===== config.mk =====
export PLATFORM = sky130hd
export DESIGN_NAME = surf4_serial_wb_master
export DESIGN_NICKNAME = d
export VERILOG_FILES = /design/src/rtl/surf4_serial_wb_pkg.sv /design/src/rtl/surf4_serial_wb_txser.sv /design/src/rtl/surf4_serial_wb_master.sv
export SDC_FILE = /design/constraint.sdc
export NUM_CORES = 1
export LEC_CHECK = 0
export ABC_AREA = 1
export CORE_UTILIZATION = 44
export DETAILED_ROUTE_END_ITERATION = 8
export GPL_TIMING_DRIVEN = 0
export PLACE_DENSITY_LB_ADDON = 0.08
export SLEW_MARGIN = 20
export SYNTH_ARGS = -nofsm -noshare
export SYNTH_HDL_FRONTEND = slang
export SYNTH_SLANG_ARGS = --single-unit

===== constraint.sdc =====
create_clock -name clk_i -period 5.9 [get_ports clk_i]
set_input_delay 0.885 -clock clk_i [delete_from_list [all_inputs] [get_ports clk_i]]
set_output_delay 0.885 -clock clk_i [all_outputs]
set_load 0.05 [all_outputs]

===== src/rtl/surf4_serial_wb_pkg.sv =====
// Shared constants for the serial-to-WISHBONE bridge: command codes, response status codes,
// parser state encoding and the response-length helper.
package surf4_serial_wb_pkg;

  localparam logic [7:0] CMD_WRITE  = 8'h57;
  localparam logic [7:0] CMD_READ   = 8'h52;

  localparam logic [7:0] ST_OK      = 8'h00;
  localparam logic [7:0] ST_ERR     = 8'h01;
  localparam logic [7:0] ST_TIMEOUT = 8'h02;
  localparam logic [7:0] ST_BADCMD  = 8'h03;
  localparam logic [7:0] ST_RTY     = 8'h04;

  typedef enum logic [2:0] {
    StIdle,
    StAdrHi,
    StAdrLo,
    StData,
    StBus,
    StResp
  } state_e;

  // Write responses carry only the status byte; reads add four data bytes.
  function automatic logic [2:0] resp_len(input logic is_write);
    return is_write ? 3'd1 : 3'd5;
  endfunction

endpackage


===== src/rtl/surf4_serial_wb_txser.sv =====
// Response serializer: loads up to five bytes (status + optional data) and emits them MSB
// first on a valid/ready byte stream.
// Ports:
//   clk_i, rst_i      clock, asynchronous active-high reset
//   load_i            load data_i/len_i and start emitting (only pulsed while idle)
//   data_i[39:0]      response bytes, first byte in [39:32]
//   len_i[2:0]        number of bytes to emit (1 or 5)
//   tx_dat_o/valid_o  byte output, held stable until tx_ready_i
//   tx_ready_i        downstream accepts
//   done_o            high in the cycle the last byte is accepted
module surf4_serial_wb_txser (
  input  logic        clk_i,
  input  logic        rst_i,
  input  logic        load_i,
  input  logic [39:0] data_i,
  input  logic [2:0]  len_i,
  output logic [7:0]  tx_dat_o,
  output logic        tx_valid_o,
  input  logic        tx_ready_i,
  output logic        done_o
);

  logic [39:0] sh_q;
  logic [2:0]  cnt_q;
  logic        valid_q;
  logic        fire;

  assign fire       = valid_q && tx_ready_i;
  assign tx_dat_o   = sh_q[39:32];
  assign tx_valid_o = valid_q;
  assign done_o     = fire && (cnt_q == 3'd1);

  always_ff @(posedge clk_i or posedge rst_i) begin
    if (rst_i) begin
      sh_q    <= '0;
      cnt_q   <= '0;
      valid_q <= 1'b0;
    end else if (load_i) begin
      sh_q    <= data_i;
      cnt_q   <= len_i;
      valid_q <= (len_i != 3'd0);
    end else if (fire) begin
      sh_q  <= {sh_q[31:0], 8'h00};
      cnt_q <= cnt_q - 3'd1;
      if (cnt_q == 3'd1) begin
        valid_q <= 1'b0;
      end
    end
  end

endmodule


===== src/rtl/surf4_serial_wb_master.sv =====
// Byte-stream to WISHBONE classic bus master. Parses write (57 AH AL D3 D2 D1 D0) and read
// (52 AH AL) frames, runs one single-beat bus cycle per frame and returns a status byte,
// followed by four data bytes for reads.
// Ports:
//   clk_i, rst_i                 clock, asynchronous active-high reset
//   wb_*                         WISHBONE master (16-bit byte address, 32-bit data)
//   rx_dat_i/valid_i/ready_o     command byte stream
//   tx_dat_o/valid_o/ready_i     response byte stream
//   busy_o                       parser not idle
//   timeout_o                    one-cycle pulse when a bus cycle is abandoned
module surf4_serial_wb_master
  import surf4_serial_wb_pkg::*;
#(
  parameter int unsigned TIMEOUT_CYCLES = 255,
  parameter int unsigned RX_GAP_CYCLES  = 65535
) (
  input  logic        clk_i,
  input  logic        rst_i,
  output logic        wb_cyc_o,
  output logic        wb_stb_o,
  output logic        wb_we_o,
  output logic [15:0] wb_adr_o,
  output logic [31:0] wb_dat_o,
  output logic [3:0]  wb_sel_o,
  input  logic [31:0] wb_dat_i,
  input  logic        wb_ack_i,
  input  logic        wb_err_i,
  input  logic        wb_rty_i,
  input  logic [7:0]  rx_dat_i,
  input  logic        rx_valid_i,
  output logic        rx_ready_o,
  output logic [7:0]  tx_dat_o,
  output logic        tx_valid_o,
  input  logic        tx_ready_i,
  output logic        busy_o,
  output logic        timeout_o
);

  localparam logic [31:0] TmoLast = 32'(TIMEOUT_CYCLES - 1);
  localparam logic [31:0] GapLast = 32'(RX_GAP_CYCLES - 1);

  state_e      state_q;
  logic        is_wr_q;
  logic [15:0] adr_q;
  logic [31:0] wdat_q;
  logic [31:0] rdat_q;
  logic [7:0]  status_q;
  logic [2:0]  len_q;
  logic [1:0]  byte_cnt_q;
  logic [31:0] gap_q;
  logic [31:0] tmo_q;
  logic        cyc_q;
  logic        we_q;
  logic        rx_ready_q;
  logic        timeout_q;
  logic        load_q;

  logic        rx_acc;
  logic        gap_expire;
  logic        bus_end;
  logic        tx_done;

  assign rx_acc     = rx_valid_i && rx_ready_q;
  assign gap_expire = (gap_q == GapLast);
  assign bus_end    = wb_err_i || wb_rty_i || wb_ack_i || (tmo_q == TmoLast);

  always_ff @(posedge clk_i or posedge rst_i) begin
    if (rst_i) begin
      state_q    <= StIdle;
      is_wr_q    <= 1'b0;
      adr_q      <= '0;
      wdat_q     <= '0;
      rdat_q     <= '0;
      status_q   <= '0;
      len_q      <= '0;
      byte_cnt_q <= '0;
      gap_q      <= '0;
      tmo_q      <= '0;
      cyc_q      <= 1'b0;
      we_q       <= 1'b0;
      rx_ready_q <= 1'b0;
      timeout_q  <= 1'b0;
      load_q     <= 1'b0;
    end else begin
      timeout_q <= 1'b0;
      load_q    <= 1'b0;
      unique case (state_q)
        StIdle: begin
          rx_ready_q <= 1'b1;
          gap_q      <= '0;
          if (rx_acc) begin
            if (rx_dat_i == CMD_WRITE || rx_dat_i == CMD_READ) begin
              is_wr_q <= (rx_dat_i == CMD_WRITE);
              state_q <= StAdrHi;
            end else begin
              status_q   <= ST_BADCMD;
              len_q      <= 3'd1;
              load_q     <= 1'b1;
              rx_ready_q <= 1'b0;
              state_q    <= StResp;
            end
          end
        end
        StAdrHi: begin
          if (rx_acc) begin
            adr_q[15:8] <= rx_dat_i;
            gap_q       <= '0;
            state_q     <= StAdrLo;
          end else if (gap_expire) begin
            state_q <= StIdle;
          end else begin
            gap_q <= gap_q + 32'd1;
          end
        end
        StAdrLo: begin
          if (rx_acc) begin
            // Word-aligned slaves only: low address bits are dropped.
            adr_q[7:0] <= {rx_dat_i[7:2], 2'b00};
            gap_q      <= '0;
            if (is_wr_q) begin
              byte_cnt_q <= '0;
              state_q    <= StData;
            end else begin
              cyc_q      <= 1'b1;
              we_q       <= 1'b0;
              tmo_q      <= '0;
              rdat_q     <= '0;
              rx_ready_q <= 1'b0;
              state_q    <= StBus;
            end
          end else if (gap_expire) begin
            state_q <= StIdle;
          end else begin
            gap_q <= gap_q + 32'd1;
          end
        end
        StData: begin
          if (rx_acc) begin
            wdat_q     <= {wdat_q[23:0], rx_dat_i};
            gap_q      <= '0;
            byte_cnt_q <= byte_cnt_q + 2'd1;
            if (byte_cnt_q == 2'd3) begin
              cyc_q      <= 1'b1;
              we_q       <= 1'b1;
              tmo_q      <= '0;
              rdat_q     <= '0;
              rx_ready_q <= 1'b0;
              state_q    <= StBus;
            end
          end else if (gap_expire) begin
            state_q <= StIdle;
          end else begin
            gap_q <= gap_q + 32'd1;
          end
        end
        StBus: begin
          if (bus_end) begin
            cyc_q   <= 1'b0;
            we_q    <= 1'b0;
            load_q  <= 1'b1;
            len_q   <= resp_len(is_wr_q);
            state_q <= StResp;
            // err beats rty beats ack when several terminate together.
            if (wb_err_i) begin
              status_q <= ST_ERR;
            end else if (wb_rty_i) begin
              status_q <= ST_RTY;
            end else if (wb_ack_i) begin
              status_q <= ST_OK;
              if (!we_q) begin
                rdat_q <= wb_dat_i;
              end
            end else begin
              status_q  <= ST_TIMEOUT;
              timeout_q <= 1'b1;
            end
          end else begin
            tmo_q <= tmo_q + 32'd1;
          end
        end
        StResp: begin
          if (tx_done) begin
            rx_ready_q <= 1'b1;
            state_q    <= StIdle;
          end
        end
        default: begin
          state_q <= StIdle;
        end
      endcase
    end
  end

  assign wb_cyc_o   = cyc_q;
  assign wb_stb_o   = cyc_q;
  assign wb_we_o    = we_q;
  assign wb_adr_o   = adr_q;
  assign wb_dat_o   = wdat_q;
  assign wb_sel_o   = {4{cyc_q}};
  assign rx_ready_o = rx_ready_q;
  assign busy_o     = (state_q != StIdle);
  assign timeout_o  = timeout_q;

  surf4_serial_wb_txser u_txser (
    .clk_i      (clk_i),
    .rst_i      (rst_i),
    .load_i     (load_q),
    .data_i     ({status_q, rdat_q}),
    .len_i      (len_q),
    .tx_dat_o   (tx_dat_o),
    .tx_valid_o (tx_valid_o),
    .tx_ready_i (tx_ready_i),
    .done_o     (tx_done)
  );

endmodule


==> flow_metrics.tcl <==
set metrics [dict create \
    period_share_pct 53.7 \
    multi_input_comb_area_um2 4870 \
    setup.reg_to_reg.worst_slack_ns 3.50 \
    clock_tree_from_tritoncts "built" \
    critical_path.reg2reg.startpoint "tmo_q[0]" \
    grt_max_degree 33 \
    io_pins 114 \
    hold_path_class "flop to flop" \
    ys_warn_count 0 \
    cp_data_required_time_ns 5.02 \
    clk_pin_slew_ns 0.07 \
    finalClockSkew_ns 0.0173 \
    final-hold-violation-count 0 \
    clock_tree.htree_level_count 1 \
    cts.root.buffer_cell "clkbuf_16" \
    p_leak_nw 6.40 \
    dp_hpwl_um 22600 \
    worst_endpoint_data_arrival_time_ns 2.28 \
    synth.distinct_cells 36 \
    crit_path_max_fanout 4 \
    min_period_ns 3.17 \
    synthCells 1526 \
    cts_setup_buffers 0 \
    cts_repair_resize_count 0 \
    die_extent_in_x_um 159 \
    path_cells "nor2_2 -> inv_1 -> nor2_1 -> inv_1 -> clkdlybuf4s50_1" \
    tritoncts_buffer_count 24 \
    place.port_buffers 111 \
    crit_path_start "state_q[1]" \
    worst_slew_margin_rel_pct 38.0 \
    cap_viol_max_count 0 \
    finalMaxSlewViolations 0 \
    gp_congestion 0.951 \
    unrepaired_setup_endpoints_after_global_routing "false" \
    initial_utilization_pct 44.8 \
    power.switching_fraction_pct 42.8 \
    wire_per_inst_um 15.2 \
    seqCellArea_um2 5050 \
    tritoncts_num_sinks 202 \
    std_cell_rows 57 \
    route.antenna.remaining_nets 0 \
    fill_cells 2357 \
    final.setup.tns_ns 0 \
    cp_slowest_cell "clkdlybuf4s50_1" \
    clockPowerShare_pct 26.5 \
    grt_first_pass_wirelength_um 50500 \
    placed_cell_area_um2 12600 \
    share_comb_of_total_power_pct 41.6 \
    design.die.area_um2 25400 \
    global_route.overflow_total 0 \
    p_int_w 0.00336 \
    cts.path.max_buffers 3 \
    die_height_um 159 \
    worst-slew-pin-transition_ns 0.924 \
    post_synth_instance_area_um2 10900 \
    final_area_um2 13400 \
    max_freq_mhz 316 \
    run_status "finished clean" \
    detail_route.iter0.violations 780 \
    drtPass1Iterations 6 \
    post_synth.cell_area_avg_um2 7.14 \
    synth_seq_cells 202 \
    worst_path_largest_cell_delay_ns 0.75 \
    remaining_drc_errors 0 \
    finalSetupViolCount 0 \
    worst_setup_path_end_kind "output port" \
    cell_types_occupying_the_most_area_after_synthesis "dfrtp_1, nand2_1, nor2_1, inv_1, o21ai_0" \
    timing.setup.critical_path_class "flop to output port" \
    synth-seq-area-share_pct 46.4 \
    worst_skew_pair.late_latency_ns 0.53 \
    diodes 0 \
    overall_fraction_of_global_route_tracks_in_use_pct 24.3 \
    vias 10200 \
    post-synth-top-area-fraction_pct 46.4 \
    whs_ns 0.468 \
    synthesis_to_layout_area_growth_pct 23.0 \
    first_global_vias 9725 \
    holdCritStartpoint "rdat_q[0]" \
    cts-hold-fix-buffers 0 \
    power.switching_w 0.00251 \
    grt_antenna_before_repair 0 \
    max-vdd-ir-drop_mv 0.378 \
    synth_area_leader_cell "dfrtp_1" \
    drive_gt1_share_pct 6.57 \
    final_net_count 1725 \
    power_density_normalized_to_cell_area_nw_per_um2 438 \
    critPathMostFrequentCell "inv_1" \
    detail_route.wirelength_um 30600 \
    kind_of_start_point_of_the_critical_path "flop" \
    sequentialPowerShare_pct 31.9 \
    drt-vias-per-instance 5.07 \
    floorplan.core_area_um2 24300 \
]
worst paths after layout:
kind | depth (start not counted) | endpoint
hold / removal | 2 | u_txser.sh_q[0]
max in group asynchronous | 5 | wb_dat_o[28]
hold reg to reg | 2 | u_txser.sh_q[0]
min in group asynchronous | 2 | gap_q[25]
setup reg to reg | 10 | tmo_q[26]
setup / recovery | 5 | busy_o
cell type report:
cell class / count / share of cell area [%]
Multi-Input combinational cell: 1099 / 36.3
Sequential cell: 202 / 37.7
Inverter: 151 / 4.26
Buffer: 75 / 3.08
Timing Repair Buffer: 118 / 9.39
Clock buffer: 30 / 4.96
Clock inverter: 14 / 1.26
Tap cell: 324 / 3.02
power by group through the flow:
stage               Combinational (W)  Clock [W]  Sequential [W]
floorplan                     0.00124          0         0.00227
global placement              0.00242          0         0.00189
detailed placement            0.00244          0         0.00189
CTS                           0.00246    0.00158         0.00187
global route                  0.00264    0.00165         0.00191
finish                        0.00244    0.00155         0.00187
kinds of logic (layout without fill, tap and decap cells):
logic type	after synthesis	count (layout)	share of synthesized area [%]
flops	202	202	46.4
other cells	1	2	0.0344
mux	1	1	0.103
xor+xnor	9	9	0.723
simple gates	931	931	35.4
fa+ha+maj	7	7	0.804
buf+inv	226	388	8.99
compound gates	149	149	7.58
flip-flops by register name, indices dropped and copies added (netlist names):
| name | flops |
|---|---|
| load_q | 1 |
| tmo_q | 32 |
| wb_cyc_o | 1 |
| byte_cnt_q | 2 |
| len_q | 2 |
| is_wr_q | 1 |
| gap_q | 32 |
| rdat_q | 32 |
| state_q | 3 |
| timeout_o | 1 |
| status_q | 3 |
| u_txser.sh_q | 40 |
| u_txser.tx_valid_o | 1 |
| wb_adr_o | 14 |
| wb_we_o | 1 |
| wb_dat_o | 32 |
| u_txser.cnt_q | 3 |
| rx_ready_o | 1 |
stage by stage:
| stage | power (W) | setup WS [ns] | utilization (%) | instances |
|---|---|---|---|---|
| 2_1_floorplan | 0.00351 | 2.40 | - | 1527 |
| 3_3_place_gp | 0.00431 | 0.664 | 51.1 | 1962 |
| 3_5_place_dp | 0.00433 | 2.77 | 51.7 | 1969 |
| 4_1_cts | 0.00591 | 2.74 | 55.1 | 2013 |
| 5_1_grt | 0.00620 | 2.60 | 55.1 | 2013 |
| 6_report | 0.00587 | 2.73 | 55.1 | 2013 |
worst max-delay path, delay by kind of cell (launching register included):
family        cells  cell delay, ns
buf+inv           3            1.00
flops             1            0.42
simple gates      2            0.34
layer usage:
metal,part of all wire (%),track usage [%]
met1,48,35.0
met2,44,37.8
met3,6.3,4.64
met4,2.1,5.77
met5,0,0
cell usage after synthesis:
library cell    n
nand2_4         1
a21oi_1        12
o21ai_1         3
ha_1            7
xor2_1          6
o22ai_1         1
buf_1           2
nand3_1        99
mux2_2          1
nor2_2          3
nor2_4          1
buf_6           1
o211ai_1        5
a22oi_1        16
o31ai_1         1
nor3b_1         2
inv_2           5
nor2_1        187
nand4_1        61
a211oi_1        2
nor3_1         17
dfrtp_1       202
nand2_1       549
or2_2           6
buf_2           9
o21bai_1        6
buf_4          30
inv_1         145
nand3_2         2
clkinv_1        1
nand2_2         3
clkbuf_1       33
xnor2_1         3
o221ai_1        1
o21ai_0       102
conb_1          1
placed cells by master, fill, tap and decap left out, types with 3 or more instances in the layout:
master / instances
a22oi_1: 16
dfrtp_1: 202
nand3_1: 99
clkbuf_1: 36
buf_12: 6
nand4_1: 61
ha_1: 7
clkbuf_16: 25
xnor2_1: 3
o21ai_1: 3
o211ai_1: 5
o21bai_1: 6
nor2_2: 3
inv_2: 5
inv_1: 144
a21oi_1: 12
clkinvlp_4: 6
buf_2: 9
buf_4: 30
nor2_1: 187
bufinv_16: 3
xor2_1: 6
nor3_1: 17
nand2_2: 3
or2_2: 6
nand2_1: 549
clkdlybuf4s50_1: 111
clkinv_2: 3
o21ai_0: 102
Power figures use the tool's default switching activity.
